$ cat config.mk
export PLATFORM = sky130hd
export DESIGN_NAME = basket_game_ctrl
export DESIGN_NICKNAME = d
export VERILOG_FILES = /design/src/rtl/basket_game_ctrl.sv
export SDC_FILE = /design/constraint.sdc
export NUM_CORES = 1
export LEC_CHECK = 0
export CORE_ASPECT_RATIO = 1.25
export CORE_UTILIZATION = 60
export DETAILED_ROUTE_END_ITERATION = 8
export HOLD_SLACK_MARGIN = 0.03
export PLACE_DENSITY = 0.83
export SLEW_MARGIN = 20
export SYNTH_ARGS = -nofsm -noshare
export SYNTH_HDL_FRONTEND = slang
export SYNTH_SLANG_ARGS = --single-unit
$ cat constraint.sdc
create_clock -name clk -period 6.5 [get_ports clk]
set_clock_uncertainty 0.15 [all_clocks]
set_input_delay 1.3 -clock clk [delete_from_list [all_inputs] [get_ports clk]]
set_output_delay 1.3 -clock clk [all_outputs]
set_load 0.1 [all_outputs]
$ cat src/rtl/basket_game_ctrl.sv
// basket_game_ctrl
// Game sequencer for the basketball scoring machine. Runs the
// IDLE -> READY -> PLAY <-> PAUSE -> OVER sequence and keeps a two-digit
// BCD score and a two-digit BCD countdown. It also times the buzzer.
//
// Ports
//   clk       system clock, all state on the rising edge
//   rst       synchronous active-high reset, overrides every other input
//   tick_1hz  one-cycle pulse per second
//   start_p   one-cycle start pulse
//   stop_p    one-cycle stop/pause pulse
//   goal_p    one-cycle goal pulse
//   score0/1  score ones/tens digit, BCD
//   cnt0/1    countdown ones/tens digit, BCD
//   state     0 IDLE, 1 READY, 2 PLAY, 3 PAUSE, 4 OVER
//   buzz      buzzer enable, high while the buzz timer is nonzero
module basket_game_ctrl #(
  parameter int unsigned GAME_SEC  = 60,
  parameter int unsigned READY_SEC = 3,
  parameter int unsigned BEEP_CYC  = 10_000_000,
  parameter int unsigned END_CYC   = 100_000_000
) (
  input  logic       clk,
  input  logic       rst,
  input  logic       tick_1hz,
  input  logic       start_p,
  input  logic       stop_p,
  input  logic       goal_p,
  output logic [3:0] score0,
  output logic [3:0] score1,
  output logic [3:0] cnt0,
  output logic [3:0] cnt1,
  output logic [2:0] state,
  output logic       buzz
);

  localparam int unsigned BuzzMax = (END_CYC > BEEP_CYC) ? END_CYC : BEEP_CYC;
  localparam int unsigned BuzzW   = $clog2(BuzzMax + 1);

  localparam logic [BuzzW-1:0] BeepLoad = BuzzW'(BEEP_CYC);
  localparam logic [BuzzW-1:0] EndLoad  = BuzzW'(END_CYC);

  // {tens, ones} BCD images of the load values
  localparam logic [7:0] GameBcd  = {4'(GAME_SEC / 10), 4'(GAME_SEC % 10)};
  localparam logic [7:0] ReadyBcd = {4'd0, 4'(READY_SEC)};

  typedef enum logic [2:0] {
    StIdle  = 3'd0,
    StReady = 3'd1,
    StPlay  = 3'd2,
    StPause = 3'd3,
    StOver  = 3'd4
  } state_e;

  state_e           state_q, state_d;
  logic [7:0]       cnt_q, cnt_d;
  logic [7:0]       score_q, score_d;
  logic [BuzzW-1:0] timer_q, timer_d;

  function automatic logic [7:0] bcd_dec(input logic [7:0] v);
    if (v[3:0] == 4'd0) begin
      return {v[7:4] - 4'd1, 4'd9};
    end
    return {v[7:4], v[3:0] - 4'd1};
  endfunction

  function automatic logic [7:0] bcd_inc(input logic [7:0] v);
    if (v[3:0] == 4'd9) begin
      return {v[7:4] + 4'd1, 4'd0};
    end
    return {v[7:4], v[3:0] + 4'd1};
  endfunction

  always_comb begin
    state_d = state_q;
    cnt_d   = cnt_q;
    score_d = score_q;
    timer_d = (timer_q != '0) ? timer_q - BuzzW'(1) : '0;

    case (state_q)
      StIdle: begin
        // stop_p wins over a simultaneous start_p
        if (start_p && !stop_p) begin
          state_d = StReady;
          cnt_d   = ReadyBcd;
          score_d = 8'h00;
        end
      end
      StReady: begin
        if (stop_p) begin
          state_d = StIdle;
          cnt_d   = GameBcd;
        end else if (tick_1hz) begin
          if (cnt_q == 8'h01) begin
            state_d = StPlay;
            cnt_d   = GameBcd;
          end else begin
            cnt_d = bcd_dec(cnt_q);
          end
        end
      end
      StPlay: begin
        // A goal at 99 is not counted and does not beep
        if (goal_p && score_q != 8'h99) begin
          score_d = bcd_inc(score_q);
          timer_d = BeepLoad;
        end
        // The final tick beats a simultaneous stop_p
        if (tick_1hz && cnt_q == 8'h01) begin
          state_d = StOver;
          cnt_d   = 8'h00;
          timer_d = EndLoad;
        end else begin
          if (tick_1hz) cnt_d = bcd_dec(cnt_q);
          if (stop_p) state_d = StPause;
        end
      end
      StPause: begin
        if (stop_p) begin
          state_d = StIdle;
          score_d = 8'h00;
          cnt_d   = GameBcd;
        end else if (start_p) begin
          state_d = StPlay;
        end
      end
      StOver: begin
        if (stop_p) begin
          state_d = StIdle;
          cnt_d   = GameBcd;
        end else if (start_p) begin
          state_d = StReady;
          score_d = 8'h00;
          cnt_d   = ReadyBcd;
        end
      end
      default: begin
        state_d = StIdle;
        cnt_d   = GameBcd;
        score_d = 8'h00;
        timer_d = '0;
      end
    endcase

    // The buzzer is silenced whenever the game is (or goes) idle
    if (state_d == StIdle) timer_d = '0;
  end

  always_ff @(posedge clk) begin
    if (rst) begin
      state_q <= StIdle;
      cnt_q   <= GameBcd;
      score_q <= 8'h00;
      timer_q <= '0;
    end else begin
      state_q <= state_d;
      cnt_q   <= cnt_d;
      score_q <= score_d;
      timer_q <= timer_d;
    end
  end

  assign score0 = score_q[3:0];
  assign score1 = score_q[7:4];
  assign cnt0   = cnt_q[3:0];
  assign cnt1   = cnt_q[7:4];
  assign state  = state_q;
  assign buzz   = (timer_q != '0);

endmodule

==> impl_metrics.xml <==
<?xml version="1.0" encoding="UTF-8"?>
<metrics>
  <group name="layout">
    <metric name="antenna-diode-count" unit="">0</metric>
    <metric name="fillCellCount" unit="">364</metric>
    <metric name="area_growth" unit="%">13.0</metric>
    <metric name="num-nets-final" unit="">360</metric>
    <metric name="final-instance-count-excl-fill" unit="">403</metric>
    <metric name="finish.instance_area" unit="µm²">3080</metric>
    <metric name="share_of_layout_cells_above_drive_strength_1" unit="">0.0754</metric>
  </group>
  <group name="clocking">
    <metric name="htreeDepth" unit="">2</metric>
    <metric name="worst_skew_pair.late_latency" unit="ps">300</metric>
    <metric name="clock_tree_from_tritoncts" unit="">built</metric>
    <metric name="cts_hold_repair.buffers" unit="">0</metric>
    <metric name="cts_sinks" unit="">46</metric>
    <metric name="cts_post_setup_buffers_inserted" unit="">0</metric>
    <metric name="post_cts_resize_count" unit="">0</metric>
    <metric name="clock_tree.root_cell" unit="">clkbuf_8</metric>
    <metric name="maximum_root_to_sink_buffer_count" unit="">2</metric>
    <metric name="clk_transition_reported_paths" unit="ps">80</metric>
    <metric name="cts-buffers-inserted" unit="">5</metric>
  </group>
  <group name="sta">
    <metric name="final_min_period_over_clock_period" unit="">0.720</metric>
    <metric name="maxSlewViolCount" unit="">0</metric>
    <metric name="hold_slack" unit="ps">333</metric>
    <metric name="tightestPinTransition" unit="ps">972</metric>
    <metric name="grt_setup_unrepaired" unit="">false</metric>
    <metric name="setup-violations-final" unit="">0</metric>
    <metric name="hold_violations" unit="">0</metric>
    <metric name="achievable_clock_frequency" unit="MHz">214</metric>
    <metric name="timing.max_slew.rel_slack" unit="">0.350</metric>
    <metric name="final.min_clock_period" unit="ps">4680</metric>
    <metric name="fin_setup_tns" unit="ps">0</metric>
  </group>
  <group name="synth">
    <metric name="synth.avg_cell_area" unit="µm²">8.41</metric>
    <metric name="synth-main-ff-cell" unit="">dfxtp_1</metric>
    <metric name="synth_fa_ha_area_frac" unit="">0.0450</metric>
    <metric name="synth_simple_gate_area_share" unit="">0.295</metric>
    <metric name="ys_seq_elements" unit="">46</metric>
    <metric name="synth_fp_nets" unit="">339</metric>
    <metric name="ys_seq_area_frac" unit="">0.338</metric>
    <metric name="synth_top_family_by_area" unit="">simple AND/OR/NAND/NOR gates</metric>
    <metric name="synth_async_sr_flop_share" unit="">0</metric>
    <metric name="syn_area" unit="µm²">2720</metric>
    <metric name="synthesis.instances" unit="">324</metric>
    <metric name="synth_xor_xnor_area_share" unit="">0.0836</metric>
    <metric name="synth_warnings" unit="">0</metric>
    <metric name="synth_enable_flop_cells" unit="">0</metric>
    <metric name="post_synthesis_cell_type_count" unit="">64</metric>
    <metric name="synth_area_in_compound_gates" unit="">0.181</metric>
    <metric name="synth.mux.area_fraction" unit="">0.0147</metric>
  </group>
  <group name="die">
    <metric name="top_level_ports" unit="">26</metric>
    <metric name="die_height" unit="µm">77.3</metric>
    <metric name="core_region_area" unit="µm²">4390</metric>
    <metric name="initial_core_util" unit="">0.620</metric>
    <metric name="placementRows" unit="">27</metric>
    <metric name="dieArea" unit="µm²">4810</metric>
    <metric name="die_width" unit="µm">62.3</metric>
  </group>
  <group name="min_path">
    <metric name="min-delay-path-class" unit="">reg2reg</metric>
  </group>
  <group name="global_route">
    <metric name="global_route.overflow_total" unit="">0</metric>
    <metric name="grt_first_pass_wirelength" unit="µm">10600</metric>
    <metric name="antenna_found_initial" unit="">0</metric>
    <metric name="gr-usage-all-layers" unit="">0.271</metric>
    <metric name="grt_pass1_vias" unit="">2374</metric>
    <metric name="pin_count_of_the_biggest_net_entering_global_routing" unit="">22</metric>
  </group>
  <group name="critical_path">
    <metric name="timing.critical_path.fanout_max" unit="">12</metric>
    <metric name="timing_worst_setup_path_type" unit="">reg2out</metric>
    <metric name="worstPathArrival" unit="ps">3230</metric>
    <metric name="worst_setup_path_end_kind" unit="">output pin</metric>
    <metric name="critical_path_required" unit="ps">5050</metric>
    <metric name="timing.critical_path.from_type" unit="">register</metric>
  </group>
  <group name="routing">
    <metric name="antenna_violating_nets_post_route" unit="">0</metric>
    <metric name="drt_iter0_markers" unit="">114</metric>
    <metric name="via_per_inst" unit="">6.13</metric>
    <metric name="via_count" unit="">2470</metric>
    <metric name="wire_per_inst" unit="µm">15.3</metric>
    <metric name="postRouteWirelength" unit="µm">6180</metric>
    <metric name="dr.pass1.iters" unit="">4</metric>
    <metric name="drc_errors" unit="">0</metric>
  </group>
  <group name="job">
    <metric name="max_cap_violations" unit="">0</metric>
  </group>
  <group name="placed_design">
    <metric name="dpl-instance-area" unit="µm²">3000</metric>
    <metric name="number_of_placed_cells_counting_well_taps" unit="">396</metric>
    <metric name="hpwlAfterDp" unit="µm">4370</metric>
    <metric name="gp_congestion" unit="">0.847</metric>
    <metric name="io_buffers" unit="">25</metric>
  </group>
  <group name="outcome">
    <metric name="outcome" unit="">finished, final reports clean</metric>
  </group>
</metrics>
==> through the flow <==
stage / utilization / setup WS (ps)
3_5_place_dp: 0.683 / 2170
3_3_place_gp: 0.683 / 2190
5_1_grt: 0.701 / 1670
4_1_cts: 0.701 / 1820
6_report: 0.701 / 1820
2_1_floorplan: - / 3300
==> worst max-delay path: stages, from the launching register on <==
cell and delay [ps]:
dfxtp_1 350, or4_4 570, nor4_4 500, nand4_2 420
clkdlybuf4s50_1 1090
==> cell type report <==
type | instances | area, µm² | area share
clock buffer | 5 | 68.8 | 0.0224
clock inverter | 2 | 10.0 | 0.00325
inverter | 16 | 60.1 | 0.0195
multi-input combinational | 250 | 1690 | 0.548
sequential | 46 | 921 | 0.299
tap | 58 | 72.6 | 0.0236
timing repair buffer | 26 | 258 | 0.0837
==> routing by layer <==
layer | part of all wire | global-route usage | vias up
met5 | 0 | 0 | -
met4 | 0.022 | 0.114 | 0
met3 | 0.031 | 0.0397 | 13
met2 | 0.51 | 0.489 | 54
met1 | 0.44 | 0.318 | 1159
li1 | - | - | 1244
==> placed cells by master, fill, tap and decap left out, types with 5 or more instances in the layout <==
master           instances
xnor2_1                  9
xor2_1                  17
ha_1                     9
nor4_1                   9
nor2_1                  33
a21oi_1                 23
or4_1                    5
o21ai_0                 11
nand2_1                 16
clkbuf_8                 5
nor3_1                   8
nand3_1                 14
dfxtp_1                 46
o31ai_1                 10
clkdlybuf4s50_1         25
nand2b_1                 5
inv_1                   16
==> worst paths after layout <==
check,start,endpoint,slack [ps],cells after the start
max,timer_q[11]$_SDFF_PP0_,buzz,1820,4
min,timer_q[0]$_SDFF_PP0_,timer_q[0]$_SDFF_PP0_,330,1
max reg2reg,state[0]$_SDFF_PP0_,score_q[1]$_SDFFE_PP0P_,3710,4
min reg2reg,timer_q[0]$_SDFF_PP0_,timer_q[0]$_SDFF_PP0_,330,1
==> logic make-up (layout without fill, tap and decap cells) <==
| logic type | after synthesis | in the layout |
|---|---|---|
| multiplexers | 4 | 4 |
| adder cells (fa/ha/maj) | 10 | 10 |
| AND/OR/NAND/NOR | 135 | 135 |
| buffers and inverters | 28 | 49 |
| AO/OA/AOI/OAI | 75 | 75 |
| XOR/XNOR | 26 | 26 |
| flip-flops | 46 | 46 |
==> Yosys cell counts, drive strengths merged (2+ instances only) <==
cell	n	area share
xnor2	9	0.029
or2	3	0.0069
nor2	33	0.045
a21oi	23	0.042
nand2	16	0.022
o22ai	3	0.0069
mux2i	4	0.015
or4	7	0.021
nand4	5	0.014
inv	16	0.022
nand2b	5	0.011
clkbuf	8	0.011
nor3b	5	0.016
or3	5	0.012
or3b	2	0.0064
buf	4	0.0092
dfxtp	46	0.34
nand3b	5	0.015
nand3	14	0.026
nor2b	2	0.0046
nor4b	3	0.0096
a211oi	4	0.011
o31ai	10	0.028
nor4	11	0.033
a31oi	4	0.0092
nor3	9	0.018
o21a	4	0.011
nand4b	4	0.013
o21ai	12	0.022
ha	9	0.041
xor2	17	0.055
==> registers in the layout (all words and copies together) (netlist names) <==
signal and count:
cnt_q 8, score_q 8, state 3, timer_q 27
Power is not shown: default switching activity piles up to over one toggle a cycle in this logic, so the estimate is an artifact.
==> variant, RTL diff (config.mk and constraints unchanged) <==
Register the inputs `tick_1hz`, `start_p`, `stop_p` and `goal_p` before use. The logic sees them one clock later. Comments in the files are not updated.
--- a/src/rtl/basket_game_ctrl.sv
+++ b/src/rtl/basket_game_ctrl.sv
@@ -52,6 +52,18 @@
     StOver  = 3'd4
   } state_e;
 
+  logic tick_1hz_q;
+  logic start_p_q;
+  logic stop_p_q;
+  logic goal_p_q;
+
+  always_ff @(posedge clk) begin
+    tick_1hz_q <= tick_1hz;
+    start_p_q  <= start_p;
+    stop_p_q   <= stop_p;
+    goal_p_q   <= goal_p;
+  end
+
   state_e           state_q, state_d;
   logic [7:0]       cnt_q, cnt_d;
   logic [7:0]       score_q, score_d;
@@ -80,17 +92,17 @@
     case (state_q)
       StIdle: begin
         // stop_p wins over a simultaneous start_p
-        if (start_p && !stop_p) begin
+        if (start_p_q && !stop_p_q) begin
           state_d = StReady;
           cnt_d   = ReadyBcd;
           score_d = 8'h00;
         end
       end
       StReady: begin
-        if (stop_p) begin
+        if (stop_p_q) begin
           state_d = StIdle;
           cnt_d   = GameBcd;
-        end else if (tick_1hz) begin
+        end else if (tick_1hz_q) begin
           if (cnt_q == 8'h01) begin
             state_d = StPlay;
             cnt_d   = GameBcd;
@@ -101,34 +113,34 @@
       end
       StPlay: begin
         // A goal at 99 is not counted and does not beep
-        if (goal_p && score_q != 8'h99) begin
+        if (goal_p_q && score_q != 8'h99) begin
           score_d = bcd_inc(score_q);
           timer_d = BeepLoad;
         end
         // The final tick beats a simultaneous stop_p
-        if (tick_1hz && cnt_q == 8'h01) begin
+        if (tick_1hz_q && cnt_q == 8'h01) begin
           state_d = StOver;
           cnt_d   = 8'h00;
           timer_d = EndLoad;
         end else begin
-          if (tick_1hz) cnt_d = bcd_dec(cnt_q);
-          if (stop_p) state_d = StPause;
+          if (tick_1hz_q) cnt_d = bcd_dec(cnt_q);
+          if (stop_p_q) state_d = StPause;
         end
       end
       StPause: begin
-        if (stop_p) begin
+        if (stop_p_q) begin
           state_d = StIdle;
           score_d = 8'h00;
           cnt_d   = GameBcd;
-        end else if (start_p) begin
+        end else if (start_p_q) begin
           state_d = StPlay;
         end
       end
       StOver: begin
-        if (stop_p) begin
+        if (stop_p_q) begin
           state_d = StIdle;
           cnt_d   = GameBcd;
-        end else if (start_p) begin
+        end else if (start_p_q) begin
           state_d = StReady;
           score_d = 8'h00;
           cnt_d   = ReadyBcd;
Function: changed (Yosys sat finds a counterexample within 4 cycles, from zero or initial values and one cycle with rst high).
==> variant against the original RTL <==
- routed wire length decreased by 1.0%
- synthesized area increased by 0.51%
- maximum frequency increased by 6.4%
- global-route usage decreased by 0.55 points
- setup slack improved by 280 ps
- utilization increased by 0.11 points
- sequential cell count increased by 4
- non-clock buffer count unchanged
- synthesized cell count increased by 3.1%
- design area increased by 0.16%
- sequential share of layout area increased by 2.5 points
- critical path type unchanged
- largest cell class unchanged
==> variant: results <==
set metrics [dict create \
    synth_compound_area_share_pct 18.4 \
    leakage_uw 0.00114 \
    synthTopCellsByCount "dfxtp_1 (50), nor2_1 (39), xnor2_1 (22), nand2_1 (21), a21oi_1 (20)" \
    hold_path_class "reg -> reg" \
    met1_usage_pct 32.5 \
    postCtsSetupRepairBufs 0 \
    use_met2_pct 46.3 \
    seq_area_mm2 0.00100 \
    firstDrtPassIters 5 \
    dp_hpwl_um 4340 \
    drt-total-wl_um 6110 \
    syn_nets 349 \
    synth_mux_area_share_pct 1.14 \
    ys_types 56 \
    drive_above_1_share_pct 4.51 \
    synthTopCellsByArea "dfxtp_1 (37%), xnor2_1 (7.0%), nor2_1 (5.3%)" \
    finalSetupViolCount 0 \
    antenna_found_initial 0 \
    cts_buffers 5 \
    grt_pass1_wl_um 10400 \
    synthAdderAreaFrac_pct 4.11 \
    nFillCells 370 \
    cts.clk_slew.worst_paths_ps 80 \
    slowest_stage "clkdlybuf4s50_1" \
    grt_max_degree 26 \
    dpl_cell_area_mm2 0.00301 \
    final_nets 370 \
    synth_xor_area_share_pct 8.32 \
    grt_use_met3_pct 4.26 \
    seq_area_frac_synth_pct 36.6 \
    htree_levels 2 \
    slew_headroom_pct 29.9 \
    worstPathMaxFanout 9 \
    cts-resized-gates 0 \
    grt_pass1_vias 2312 \
    track_usage_pct 26.6 \
    routed_via_density 6.15 \
    cpPeakStageDelay_ps 1100 \
    status "finished, final reports clean" \
    arrival_ps 2950 \
    clk_path_buf_depth 2 \
    gp_congestion 0.951 \
    drt_iter0_markers 213 \
]
## variant: report_power, final
group / total, uW / switching [uW] / internal, uW
logic: 473 / 298 / 176
clock network: 169 / 95.1 / 74.3
registers: 362 / 29.6 / 332
## variant: worst paths after layout
path / startpoint / end / slack (ps) / depth (start not counted)
max reg2reg: state[0] / score_q[1] / 3900 / 5
min: timer_q[0] / timer_q[0] / 310 / 1
min reg2reg: timer_q[0] / timer_q[0] / 310 / 1
max: timer_q[21] / buzz / 2100 / 4
## variant: logic make-up (layout without fill, tap and decap cells)
kind of cell | count (synthesis) | in the layout
AOI/OAI and AO/OA | 77 | 77
xor gates and xnor gates | 26 | 26
adders and majority gates | 9 | 9
buffers and inverters | 25 | 46
DFF | 50 | 50
muxes | 3 | 3
and+or+nand+nor | 144 | 144
## variant: critical path: cells and delay by family, from the launching register on
family        cells  cell delay [ps]
flops             1              350
buf+inv           1             1100
simple gates      3             1200
## variant: layer usage
layer  vias up  part of all wire, %
met2        83                   48
met4         0                  3.0
met5         -                    0
met3        20                  4.5
li1       1247                    -
met1      1190                   44
## variant: metrics by stage
stage	setup slack, ps	cells
after detailed placement	2520	406
after global routing	1970	413
final	2100	413
after global placement	2580	406
after CTS	2180	413
after floorplan	2980	334
## variant: cell type report
cell class                 instances  share of cell area, %
multi-input combinational        259                   52.8
timing repair buffer              26                   8.36
sequential                        50                   32.5
clock buffer                       7                   2.48
inverter                          13                   1.58
tap                               58                   2.35
